### config.mk
export PLATFORM = sky130hd
export DESIGN_NAME = mem_access_stage
export DESIGN_NICKNAME = d
export VERILOG_FILES = /design/src/rtl/mem_access_stage.sv
export SDC_FILE = /design/constraint.sdc
export NUM_CORES = 1
export LEC_CHECK = 0
export BUFFER_PORTS_ARGS = -buffer_cell sky130_fd_sc_hd__buf_2
export CELL_PAD_IN_SITES_DETAIL_PLACEMENT = 1
export CELL_PAD_IN_SITES_GLOBAL_PLACEMENT = 1
export CORE_MARGIN = 5
export CORE_UTILIZATION = 29
export DETAILED_ROUTE_END_ITERATION = 8
export PLACE_DENSITY_LB_ADDON = 0.1
export SYNTH_ARGS = -nofsm -noshare
export SYNTH_HDL_FRONTEND = slang
export SYNTH_SLANG_ARGS = --single-unit
export TNS_END_PERCENT = 50
### constraint.sdc
create_clock -name clock -period 2.05 [get_ports clock]
set_input_delay 0.3075 -clock clock [delete_from_list [all_inputs] [get_ports clock]]
set_output_delay 0.3075 -clock clock [all_outputs]
set_load 0.01 [all_outputs]
### src/rtl/mem_access_stage.sv
// MEM pipeline stage: issues loads/stores on a request/ready data bus through a
// three-state FSM and forms the register-write triple for MEM/WB.

package mem_access_pkg;
    localparam logic [7:0] OP_NOP = 8'h00;
    localparam logic [7:0] OP_LB  = 8'h20;
    localparam logic [7:0] OP_LBU = 8'h21;
    localparam logic [7:0] OP_LH  = 8'h22;
    localparam logic [7:0] OP_LHU = 8'h23;
    localparam logic [7:0] OP_LW  = 8'h24;
    localparam logic [7:0] OP_SB  = 8'h28;
    localparam logic [7:0] OP_SH  = 8'h29;
    localparam logic [7:0] OP_SW  = 8'h2A;
endpackage

module mem_access_stage
    import mem_access_pkg::*;
#(
    parameter int ADDR_WIDTH = 32
) (
    input  logic                  clock,
    input  logic                  reset,
    input  logic [31:0]           mem_instruction,
    input  logic [7:0]            mem_operator,
    input  logic [31:0]           mem_operand_a,
    input  logic [31:0]           mem_operand_b,
    input  logic                  mem_reg_write_enable,
    input  logic [4:0]            mem_reg_write_address,
    input  logic [31:0]           mem_reg_write_data,
    input  logic                  stall_hold,
    output logic                  wb_reg_write_enable,
    output logic [4:0]            wb_reg_write_address,
    output logic [31:0]           wb_reg_write_data,
    output logic                  stall_request,
    output logic                  misaligned,
    output logic                  bus_request,
    output logic                  bus_write,
    output logic [ADDR_WIDTH-1:0] bus_address,
    output logic [3:0]            bus_byte_select,
    output logic [31:0]           bus_write_data,
    input  logic [31:0]           bus_read_data,
    input  logic                  bus_ready
);

    typedef enum logic [1:0] {IDLE, BUSY, DONE} state_t;

    state_t                state_q, state_d;
    logic                  bus_request_q, bus_request_d;
    logic                  bus_write_q, bus_write_d;
    logic [ADDR_WIDTH-1:0] bus_address_q, bus_address_d;
    logic [3:0]            bus_byte_select_q, bus_byte_select_d;
    logic [31:0]           bus_write_data_q, bus_write_data_d;
    logic [31:0]           load_q, load_d;

    logic       is_load, is_store, is_mem, is_byte, is_half, is_word, is_signed;
    logic [1:0] addr_lo;
    logic [3:0] lanes;
    logic [31:0] store_rep, load_ext;
    logic [7:0]  load_byte;
    logic [15:0] load_half;
    logic        unused_bits;

    assign unused_bits = ^{mem_instruction, mem_operand_a};
    assign addr_lo     = mem_operand_a[1:0];

    always_comb begin
        is_load   = 1'b0;
        is_store  = 1'b0;
        is_byte   = 1'b0;
        is_half   = 1'b0;
        is_word   = 1'b0;
        is_signed = 1'b0;
        case (mem_operator)
            OP_LB:  begin is_load = 1'b1; is_byte = 1'b1; is_signed = 1'b1; end
            OP_LBU: begin is_load = 1'b1; is_byte = 1'b1; end
            OP_LH:  begin is_load = 1'b1; is_half = 1'b1; is_signed = 1'b1; end
            OP_LHU: begin is_load = 1'b1; is_half = 1'b1; end
            OP_LW:  begin is_load = 1'b1; is_word = 1'b1; end
            OP_SB:  begin is_store = 1'b1; is_byte = 1'b1; end
            OP_SH:  begin is_store = 1'b1; is_half = 1'b1; end
            OP_SW:  begin is_store = 1'b1; is_word = 1'b1; end
            default: ;
        endcase
    end

    assign is_mem     = is_load | is_store;
    assign misaligned = is_mem & ((is_half & addr_lo[0]) | (is_word & (addr_lo != 2'b00)));

    // Big-endian lanes: byte 0 of the word lives on bits [31:24] (lane bit 3).
    always_comb begin
        lanes     = 4'b1111;
        store_rep = mem_operand_b;
        if (is_byte) begin
            lanes     = 4'b1000 >> addr_lo;
            store_rep = {4{mem_operand_b[7:0]}};
        end else if (is_half) begin
            lanes     = addr_lo[1] ? 4'b0011 : 4'b1100;
            store_rep = {2{mem_operand_b[15:0]}};
        end
    end

    always_comb begin
        case (addr_lo)
            2'd0:    load_byte = load_q[31:24];
            2'd1:    load_byte = load_q[23:16];
            2'd2:    load_byte = load_q[15:8];
            default: load_byte = load_q[7:0];
        endcase
        load_half = addr_lo[1] ? load_q[15:0] : load_q[31:16];
        if (is_byte)
            load_ext = {{24{is_signed & load_byte[7]}}, load_byte};
        else if (is_half)
            load_ext = {{16{is_signed & load_half[15]}}, load_half};
        else
            load_ext = load_q;
    end

    always_comb begin
        state_d           = state_q;
        bus_request_d     = bus_request_q;
        bus_write_d       = bus_write_q;
        bus_address_d     = bus_address_q;
        bus_byte_select_d = bus_byte_select_q;
        bus_write_data_d  = bus_write_data_q;
        load_d            = load_q;
        case (state_q)
            IDLE: begin
                if (is_mem && !misaligned) begin
                    state_d           = BUSY;
                    bus_request_d     = 1'b1;
                    bus_write_d       = is_store;
                    bus_address_d     = {mem_operand_a[ADDR_WIDTH-1:2], 2'b00};
                    bus_byte_select_d = lanes;
                    bus_write_data_d  = store_rep;
                end
            end
            BUSY: begin
                if (bus_ready) begin
                    state_d       = DONE;
                    bus_request_d = 1'b0;
                    if (is_load)
                        load_d = bus_read_data;
                end
            end
            DONE: begin
                if (!stall_hold)
                    state_d = IDLE;
            end
            default: state_d = IDLE;
        endcase
    end

    always_ff @(posedge clock) begin
        if (reset) begin
            state_q           <= IDLE;
            bus_request_q     <= 1'b0;
            bus_write_q       <= 1'b0;
            bus_address_q     <= '0;
            bus_byte_select_q <= 4'b0000;
            bus_write_data_q  <= 32'h0;
            load_q            <= 32'h0;
        end else begin
            state_q           <= state_d;
            bus_request_q     <= bus_request_d;
            bus_write_q       <= bus_write_d;
            bus_address_q     <= bus_address_d;
            bus_byte_select_q <= bus_byte_select_d;
            bus_write_data_q  <= bus_write_data_d;
            load_q            <= load_d;
        end
    end

    assign bus_request     = bus_request_q;
    assign bus_write       = bus_write_q;
    assign bus_address     = bus_address_q;
    assign bus_byte_select = bus_byte_select_q;
    assign bus_write_data  = bus_write_data_q;

    assign stall_request = (state_q == BUSY) || (state_q == IDLE && is_mem && !misaligned);

    // Memory ops only write back from DONE, and only for loads.
    always_comb begin
        wb_reg_write_address = mem_reg_write_address;
        wb_reg_write_enable  = mem_reg_write_enable;
        wb_reg_write_data    = mem_reg_write_data;
        if (is_mem) begin
            wb_reg_write_enable = (state_q == DONE) && is_load && mem_reg_write_enable;
            if (state_q == DONE && is_load)
                wb_reg_write_data = load_ext;
        end
    end

endmodule

==> results of run 1 <==
flip-flops by register name (all words and copies together) (netlist names):
signal	flops
bus_write	1
bus_request	1
bus_address	30
bus_write_data	32
bus_byte_select	4
load_q	32
state_q	2
worst paths after layout:
| check | from | endpoint | slack [ps] | cells after the start |
|---|---|---|---|---|
| hold reg to reg | bus_write_data[27] | bus_write_data[27] | 470 | 2 |
| setup reg to reg | state_q[1] | load_q[15] | 250 | 6 |
| setup / recovery | load_q[7] | wb_reg_write_data[26] | -250 | 6 |
| hold / removal | bus_read_data[5] | load_q[5] | 180 | 3 |
final cells by class:
class,count,area [um2]
Antenna cell,3,7.51
Clock buffer,11,243
Clock inverter,5,66.3
Fill cell,2440,11500
Inverter,6,22.5
Multi-Input combinational cell,516,3340
Sequential cell,102,2040
Tap cell,265,332
Timing Repair Buffer,318,1890
through the flow:
stage | setup WS (ps) | utilization | setup TNS, ps
2_1_floorplan | -17.5 | - | -50.3
3_3_place_gp | -205 | 0.388 | -9480
3_5_place_dp | -208 | 0.388 | -14400
4_1_cts | -258 | 0.407 | -6240
5_1_grt | -296 | 0.409 | -7650
6_report | -248 | 0.409 | -5840
synth_stat cells (all sizes together) (16+ instances only):
master,n,area (um2)
nand2,123,462
dfxtp,102,2040
a21oi,87,435
buf,51,294
clkbuf,42,158
o31ai,40,300
nand4,38,238
a31oi,36,225
nor2,23,86.3
o21ai,20,100
a311oi,17,149
a211o,16,140
and3,16,100
cell usage in the layout (no fill, tap or decap), drive strengths merged, types with 2 or more instances in the layout:
cell       n
a311o      3
nand3      4
buf      318
a211o     16
mux4       8
conb       2
o21ai     20
diode      3
nand2b     3
mux2       2
inv        8
nor4b      3
o31ai     40
o221ai     5
mux2i     11
and2       4
nor2      23
clkbuf    11
nand4     38
or4b       3
a211oi    14
dfxtp    102
nand2    123
a2111oi    2
nor3b      6
a31oi     36
and3      16
nand3b     2
nand4b     2
a311oi    17
nor3       5
or3        2
a22oi      6
a21oi     87
cells by family (layout without fill, tap and decap cells):
kind of cell,Yosys count,after routing
buffers and inverters,99,340
flip-flops,102,102
multiplexers,21,21
AO/OA/AOI/OAI,257,257
other,1,5
AND/OR/NAND/NOR,236,236
critical path, cell delays in order (launching register included):
cell and delay, ps:
dfxtp_2 320, mux4_2 510, mux2i_4 190, nor4b_4 80, buf_12 150, a211o_1 230, buf_2 140
report_power, final:
part	total (mW)	switching (mW)	internal, mW
combinational	0.659	0.380	0.278
clock	1.85	0.853	0.999
sequential	2.01	0.0103	2.00
total	4.52	1.24	3.28
timing repair:
item                                    CTS  global route
endpoints found under the setup margin   33            33
hold buffers                              0             0
gates resized for setup                  15             6
pin swaps                                10             1
setup buffers                             1             2
per-layer routing:
layer,routed length [um],GRT usage,vias to the layer above
met5,33,0,-
met2,13100,0.390,185
met1,10100,0.260,3259
li1,-,-,3155
met3,1300,0.0340,25
met4,340,0.0608,6
==> out/qor.yml, run 1 <==
grt:
  grt_pass1_vias: 7156
  grt_max_degree: 42
  overflow: 0
  antenna_found_initial: 5
  grt_pass1_wl_um: 38700
  grt_util_all_layers: 0.214
pwr:
  ir_drop_uv: 359
  power.density_mw_per_mm2: 569
  p_total_mw: 4.52
  power_leakage_nw: 3.33
run_status:
  violations: "setup timing"
  outcome: "finished with violations"
placed_design:
  portBuffers: 243
  dp_cells: 1206
  hpwl_um: 18600
  postPlaceCellArea_mm2: 0.00752
  place.gp.congestion: 0.813
yosys:
  synth_simple_gate_area_frac: 0.205
  synth_top_family_by_area: "compound AO/OA/AOI/OAI gates"
  synth_edf_count: 0
  muxShareOfSynthArea: 0.0548
  synth_cell_types: 53
  synth_cells: 716
  ys_seq_area_frac: 0.358
  ys_warn_count: 0
  synth_flop_cell: "dfxtp_1"
  syn_area_per_cell_um2: 7.97
  async_reset_ff_frac: 0
  mappedNetlistArea_mm2: 0.00570
  synth_compound_area_frac: 0.299
  synth_xor_xnor_area_share: 0
  ys_ff_latch: 102
  synth-adder-area-share: 0
timing:
  finalSetupViolations: 32
  finalCriticalPeriod_ps: 2300
  hold-worst-slack_ps: 185
  slew_violations: 0
  hold_viol_final: 0
  max_freq_mhz: 435
  fin_crit_sh: 1.12
  setup_slack_ps: -248
  fin_skew_ps: 13.0
  rsz0062_at_grt: "yes"
floorplanning:
  rows: 51
  dieArea_mm2: 0.0226
  dieWidth_um: 150
  io_pins: 288
  start_util: 0.294
  core_mm2: 0.0194
  die_h_um: 150
hold_path:
  hold_class: "in2reg"
route:
  vias: 6630
  post_drt_wl_per_cell_um: 20.3
  wl_um: 24900
  viasPerCell: 5.41
  first_pass_iters: 4
  drcViolationCount: 0
  dr.first_iter.drc_count: 415
  ant_nets: 0
cts:
  clkSinkCount: 102
  root_buffer: "clkbuf_16"
  clock_tree.htree_level_count: 3
  cts_tree: "done"
  cts_made_buffers: 9
  clock_latency_ps: 360
  cts.path.max_buffers: 2
  clkTransAtPathRegs_ps: 80
worst_setup_path:
  worst-path-max-fanout: 16
  cp.required_ps: 1740
  arrival_ps: 1990
  crit_path_start_kind: "register"
  crit_type: "reg2out"
  critical_path.endpoint_type: "primary output"
cells_and_area:
  areaGrowthSynthToFinish_pct: 39.2
  final_cells: 1226
  final_area_mm2: 0.00794
  drive_gt1_frac: 0.386
  finalNetCount: 1131
flow_run:
  maxCapViolations: 0
(Power assumes the default switching activity.)
==> run 2: changes to the inputs <==
- ABC_AREA: not set -> 1
- CORE_UTILIZATION: 29 -> 27
==> out/qor.yml, run 2 <==
yosys:
  yosys.area.top_type: "dfxtp_1"  # unchanged
  ys_ff_latch: 102  # unchanged
  synth_top_area_frac: 0.361  # was 0.358
  synth_edf_count: 0  # unchanged
  synth_cell_types: 24  # was 53
  ys_warn_count: 0  # unchanged
  async_reset_ff_frac: 0  # unchanged
  synth_flop_cell: "dfxtp_1"  # unchanged
  netlist_top_cells_count: "287 x nand2_1, 227 x nor2_1, 108 x inv_1"  # was 123 x nand2_1, 102 x dfxtp_1, 87 x a21oi_1
  synth_cells: 960  # was 716
  mappedNetlistArea_mm2: 0.00566  # was 0.00570 mm2
  ys_seq_area_frac: 0.361  # was 0.358
  synth.most_common_cell: "nand2_1"  # unchanged
  syn_area_per_cell_um2: 5.89  # was 7.97 um2
  synthTopCellsByArea: "dfxtp_1 36%, nand2_1 19%, nor2_1 15%, inv_1 7.2%, a21oi_1 4.9%"  # was dfxtp_1 36%, nand2_1 8.1%, a21oi_1 7.6%, o31ai_1 5.3%, nand4_1 4.2%
route:
  drcViolationCount: 0  # unchanged
  vias: 6646  # was 6,630
  viasPerCell: 4.38  # was 5.41
  dr.first_iter.drc_count: 192  # was 415
  first_pass_iters: 4  # unchanged
  wl_um: 22200  # was 24,900 um
  ant_nets: 0  # unchanged
  post_drt_wl_per_cell_um: 14.6  # was 20.3 um
cells_and_area:
  final_cell_mix: "264 x nand2_1, 240 x buf_2, 222 x nor2_1"  # was 241 x buf_2, 122 x nand2_1, 100 x dfxtp_1
  layout_commonest_cell: "nand2_1"  # was buf_2
  drive_gt1_frac: 0.335  # was 0.386
  final_cells: 1516  # was 1,226
  final_area_mm2: 0.00831  # was 0.00794 mm2
  finalNetCount: 1413  # was 1,131
  areaGrowthSynthToFinish_pct: 46.9  # was 39.2%
  fin_util: 0.399  # was 0.409
grt:
  overflow: 0  # unchanged
  grt_pass1_vias: 6547  # was 7,156
  grt_pass1_wl_um: 33900  # was 38,700 um
  grt_util_all_layers: 0.176  # was 0.214
  antenna_found_initial: 1  # was 5
  grt_max_degree: 67  # was 42
timing:
  fin_skew_ps: 7.23  # was 13.0 ps
  fin_crit_sh: 1.01  # was 1.12
  fin_setup_tns_ps: -18.6  # was -5840 ps
  finalCriticalPeriod_ps: 2070  # was 2300 ps
  max_freq_mhz: 483  # was 435 MHz
  hold_viol_final: 0  # unchanged
  setup_slack_ps: -18.6  # was -248 ps
  slew_violations: 0  # unchanged
  rsz0062_at_grt: "yes"  # unchanged
  finalSetupViolations: 1  # was 32
worst_setup_path:
  critical_path.endpoint_type: "primary output"  # unchanged
  arrival_ps: 1760  # was 1990 ps
  crit_type: "in2out"  # was reg2out
  crit_path_start_kind: "input pin"  # was register
  worst-path-max-fanout: 16  # unchanged
  critical_path.slowest_cell: "nor2_4"  # was mux4_2
  slowest_delay_ps: 240  # was 510 ps
  crit_top_cell: "buf_6"
  cp.required_ps: 1740  # about the same
  crit_chain: "buf_6 -> inv_2 -> nand2_2 -> nor2_4 -> buf_6 -> o21ai_4 -> buf_6 -> o21ai_4 -> buf_12 -> nor2_2 -> nor2_1 -> buf_2"  # was mux4_2 -> mux2i_4 -> nor4b_4 -> buf_12 -> a211o_1 -> buf_2
pwr:
  switchingPower_mw: 1.23  # was 1.24 mW
  ir_drop_uv: 323  # was 359 uV
  seqPwrFrac: 0.463  # was 0.444
  pwr-share-clk: 0.390  # was 0.410
  power_leakage_nw: 4.36  # was 3.33 nW
  power.density_mw_per_mm2: 528  # was 569 mW/mm2
  swShare: 0.281  # was 0.275
  internal-power_mw: 3.16  # was 3.28 mW
  pwr-share-comb: 0.147  # was 0.146
cts:
  cts.path.max_buffers: 2  # unchanged
  clock_latency_ps: 360  # about the same
  cts_tree: "done"  # unchanged
  root_buffer: "clkbuf_16"  # unchanged
  cts-hold-fix-buffers: 0  # unchanged
  clock_tree.htree_level_count: 3  # unchanged
  clkTransAtPathRegs_ps: 70  # was 80 ps
  cts_made_buffers: 9  # unchanged
  clkSinkCount: 102  # unchanged
placed_design:
  postPlaceCellArea_mm2: 0.00760  # was 0.00752 mm2
  dp_cells: 1489  # was 1,206
  place.gp.congestion: 0.801  # was 0.813
  hpwl_um: 17500  # was 18,600 um
  portBuffers: 243  # unchanged
  dpl_worst_slack_ps: -37.0  # was -208 ps
floorplanning:
  rows: 53  # was 51
  dieArea_mm2: 0.0239  # was 0.0226 mm2
  start_util: 0.272  # was 0.294
  dieWidth_um: 155  # was 150 um
  die_h_um: 155  # was 150 um
  core_mm2: 0.0208  # was 0.0194 mm2
  io_pins: 288  # unchanged
run_status:
  outcome: "finished with violations"  # unchanged
  violations: "setup timing"  # unchanged
flow_run:
  maxCapViolations: 0  # unchanged
hold_path:
  hold_class: "in2reg"  # unchanged
-- run 2: changes by cell type after synthesis, sizes merged, moves of 17 or more --
| cell | before | now |
|---|---|---|
| nor2 | 23 | 233 |
| nand2 | 123 | 293 |
| inv | 6 | 116 |
| o21ai | 20 | 61 |
| o31ai | 40 | 0 |
| nand4 | 38 | 0 |
| a21oi | 87 | 56 |
| a31oi | 36 | 6 |
| nand3 | 4 | 34 |
| clkbuf | 42 | 14 |
| a311oi | 17 | 0 |
-- run 2: cells by family (layout without fill, tap and decap cells) --
logic type / Yosys count / after routing / share of synthesized area
AOI/OAI and AO/OA: 125 / 125 / 0.117
other: 1 / 3 / 0.000663
buffers and inverters: 172 / 451 / 0.134
DFF: 102 / 102 / 0.361
and+or+nand+nor: 560 / 560 / 0.387
-- run 2: timing repair --
action                                  in CTS  in global routing
gates resized for setup                     11                 75
endpoints found under the setup margin      30                 34
pin swaps                                    0                 12
cloned                                       0                  2
setup buffers                                0                  8
endpoints found under the hold margin        0                  0
-- run 2: area by class of cell --
| class | instances | area (um2) |
|---|---|---|
| antenna | 1 | 2.50 |
| timing repair buffer | 318 | 2060 |
| fill | 2855 | 12500 |
| clock inverter | 6 | 55.1 |
| sequential | 102 | 2040 |
| multi-input combinational | 687 | 3130 |
| tap | 275 | 344 |
| inverter | 117 | 448 |
| clock buffer | 10 | 229 |
-- run 2: power groups by stage --
stage	registers [mW]	clock network [mW]	logic (mW)
2_1_floorplan	2.09	0	0.287
3_3_place_gp	2.08	0	0.619
3_5_place_dp	2.08	0	0.626
4_1_cts	2.03	1.77	0.630
5_1_grt	2.04	1.84	0.725
6_report	2.03	1.71	0.647
-- run 2: worst max-delay path, delay by kind of cell --
| family | cells | cell delay (ps) |
|---|---|---|
| buf+inv | 6 | 730 |
| simple gates | 4 | 430 |
| compound gates | 2 | 270 |
-- run 2: path summary, 6_finish.rpt --
| kind | startpoint | to | slack [ps] | cells past startpoint |
|---|---|---|---|---|
| max | mem_operator[7] | wb_reg_write_data[22] | -20 | 12 |
| max reg2reg | state_q[0] | load_q[13] | 340 | 10 |
| min reg2reg | bus_request | bus_request | 460 | 2 |
| min | reset | bus_request | 160 | 2 |
-- run 2: layer usage --
metal | up-vias | part of all wire | GRT usage
met5 | - | 0.00059 | 0
met4 | 2 | 0.0060 | 0.0286
met3 | 9 | 0.047 | 0.0403
met2 | 150 | 0.50 | 0.318
met1 | 3044 | 0.45 | 0.217
li1 | 3441 | - | -
-- run 2: per-stage QoR --
step                      total power [mW]  hold slack (ps)
after floorplan                       2.38              377
after global placement                2.70              454
after detailed placement              2.70              456
after CTS                             4.43              150
after global routing                  4.60              157
final                                 4.39              162
==> run 3: changes to the inputs <==
- CELL_PAD_IN_SITES_DETAIL_PLACEMENT: 1 -> 0
- CORE_UTILIZATION: 27 -> 30
- clock period: 2.05 -> 2.1 ns (I/O delays scaled with it)
==> out/qor.yml, run 3 (synthesis results as in run 2) <==
timing:
  max_freq_mhz: 484
  setup_slack_ps: 33.1  # was -18.6 ps
  hold_viol_final: 0  # unchanged
  fin_crit_sh: 0.984
  rsz0062_at_grt: "yes"  # unchanged
  slew_violations: 0  # unchanged
  finalCriticalPeriod_ps: 2070
  finalSetupViolations: 0  # was 1
  fin_skew_ps: 7.01  # was 7.23 ps
grt:
  antenna_found_initial: 2  # was 1
  grt_max_degree: 68  # was 67
  grt_pass1_vias: 6178  # was 6,547
  grt_util_all_layers: 0.178  # was 0.176
  grt_pass1_wl_um: 31200  # was 33,900 um
  overflow: 0  # unchanged
cts:
  root_buffer: "clkbuf_16"  # unchanged
  cts.path.max_buffers: 2  # unchanged
  clock_tree.htree_level_count: 3  # unchanged
  clock_latency_ps: 350  # was 360 ps
  cts-hold-fix-buffers: 0  # unchanged
  cts_made_buffers: 9  # unchanged
  clkSinkCount: 102  # unchanged
  clkTransAtPathRegs_ps: 70  # about the same
  cts_tree: "done"  # unchanged
floorplanning:
  core_mm2: 0.0186  # was 0.0208 mm2
  io_pins: 288  # unchanged
  start_util: 0.303  # was 0.272
  dieWidth_um: 147  # was 155 um
  dieArea_mm2: 0.0217  # was 0.0239 mm2
  rows: 50  # was 53
  die_h_um: 147  # was 155 um
worst_setup_path:
  arrival_ps: 1750  # was 1760 ps
  worst-path-max-fanout: 7  # was 16
  crit_path_start_kind: "input pin"  # unchanged
  crit_type: "in2out"  # unchanged
  cp.required_ps: 1780  # was 1740 ps
  critical_path.endpoint_type: "primary output"  # unchanged
cells_and_area:
  areaGrowthSynthToFinish_pct: 42.2  # was 46.9%
  fin_util: 0.431  # was 0.399
  fillers: 2143  # was 2,855
  final_area_mm2: 0.00804  # was 0.00831 mm2
  drive_gt1_frac: 0.328  # was 0.335
  ff_latch_area_mm2: 0.00204  # about the same
  layout_commonest_cell: "nand2_1"  # unchanged
  final_cells: 1467  # was 1,516
  multi_input_area_mm2: 0.00310  # was 0.00313 mm2
  final_cell_mix: "275 x nand2_1, 243 x buf_2, 217 x nor2_1"  # was 264 x nand2_1, 240 x buf_2, 222 x nor2_1
  finalNetCount: 1405  # was 1,413
placed_design:
  portBuffers: 243  # unchanged
  hpwl_um: 15400  # was 17,500 um
  dp_cells: 1438  # was 1,489
  postPlaceCellArea_mm2: 0.00736  # was 0.00760 mm2
  place.gp.congestion: 0.872  # was 0.801
  dpl_worst_slack_ps: 18.8  # was -37.0 ps
route:
  dr.first_iter.drc_count: 227  # was 192
  wl_met3_um: 1020  # was 1050 um
  drcViolationCount: 0  # unchanged
  topRoutingLayerUsed: "met5"  # unchanged
  m1WireLength_um: 8930  # was 9880 um
  viasPerCell: 4.36  # was 4.38
  post_drt_wl_per_cell_um: 13.9  # was 14.6 um
  wl_um: 20400  # was 22,200 um
  vias: 6399  # was 6,646
  ant_nets: 0  # unchanged
  met2_length_um: 10000  # was 11,100 um
  first_pass_iters: 4  # unchanged
pwr:
  seqPwrFrac: 0.470  # was 0.463
  swShare: 0.275  # was 0.281
  ir_drop_uv: 439  # was 323 uV
  switchingPower_mw: 1.16  # was 1.23 mW
  pwr-share-comb: 0.141  # was 0.147
  pwr-share-clk: 0.389  # was 0.390
  power_leakage_nw: 4.33  # was 4.36 nW
  p_total_mw: 4.21  # was 4.39 mW
  power.density_mw_per_mm2: 524  # was 528 mW/mm2
  internal-power_mw: 3.05  # was 3.16 mW
run_status:
  outcome: "finished clean"  # was finished with violations
hold_path:
  hold_class: "in2reg"  # unchanged
flow_run:
  maxCapViolations: 0  # unchanged
-- run 3: metrics by stage --
step                      TNS, ps  hold WS, ps
after global placement          0          455
final                           0          169
after global routing        -1460          171
after CTS                   -37.1          163
after floorplan                 0          384
after detailed placement        0          464
-- run 3: metal layers --
metal | global-route usage | vias up
li1 | - | 3431
met1 | 0.215 | 2784
met2 | 0.314 | 157
met3 | 0.0466 | 25
met4 | 0.0508 | 2
met5 | 0 | -
-- run 3: what timing repair did --
item / 4_1_cts / 5_1_grt
pin swaps: 5 / 21
buffers inserted: 7 / 2
gates cloned: 1 / 3
resized for setup: 15 / 72
setup endpoints to repair: 26 / 33
-- run 3: path summary, 6_finish.rpt --
path              depth (start not counted)       startpoint              endpoint  slack (ps)
setup / recovery                         11  mem_operator[6]  wb_reg_write_data[7]          30
hold / removal                            2            reset            state_q[0]         170
setup reg to reg                         10       state_q[0]            load_q[22]         460
hold reg to reg                           2      bus_request           bus_request         480
-- run 3: power groups by stage --
stage / clock, mW / combinational, mW / sequential (mW)
finish: 1.64 / 0.595 / 1.98
detailed placement: 0 / 0.579 / 2.03
CTS: 1.70 / 0.585 / 1.98
global placement: 0 / 0.582 / 2.03
floorplan: 0 / 0.280 / 2.04
global route: 1.77 / 0.669 / 1.99
-- run 3: critical path, stage by stage --
cell,delay (ps)
buf_2,110
inv_2,40
nand2_2,60
nor2_4,230
buf_6,160
nand3_4,80
buf_6,150
a21oi_2,150
o21ai_2,80
a21oi_2,210
buf_2,170
-- run 3: layout make-up --
type / count / share of cell area
antenna: 2 / 0.000622
sequential: 102 / 0.254
tap: 234 / 0.0364
clock buffer: 9 / 0.0280
clock inverter: 6 / 0.00700
inverter: 117 / 0.0555
multi-input combinational: 688 / 0.385
timing repair buffer: 309 / 0.233
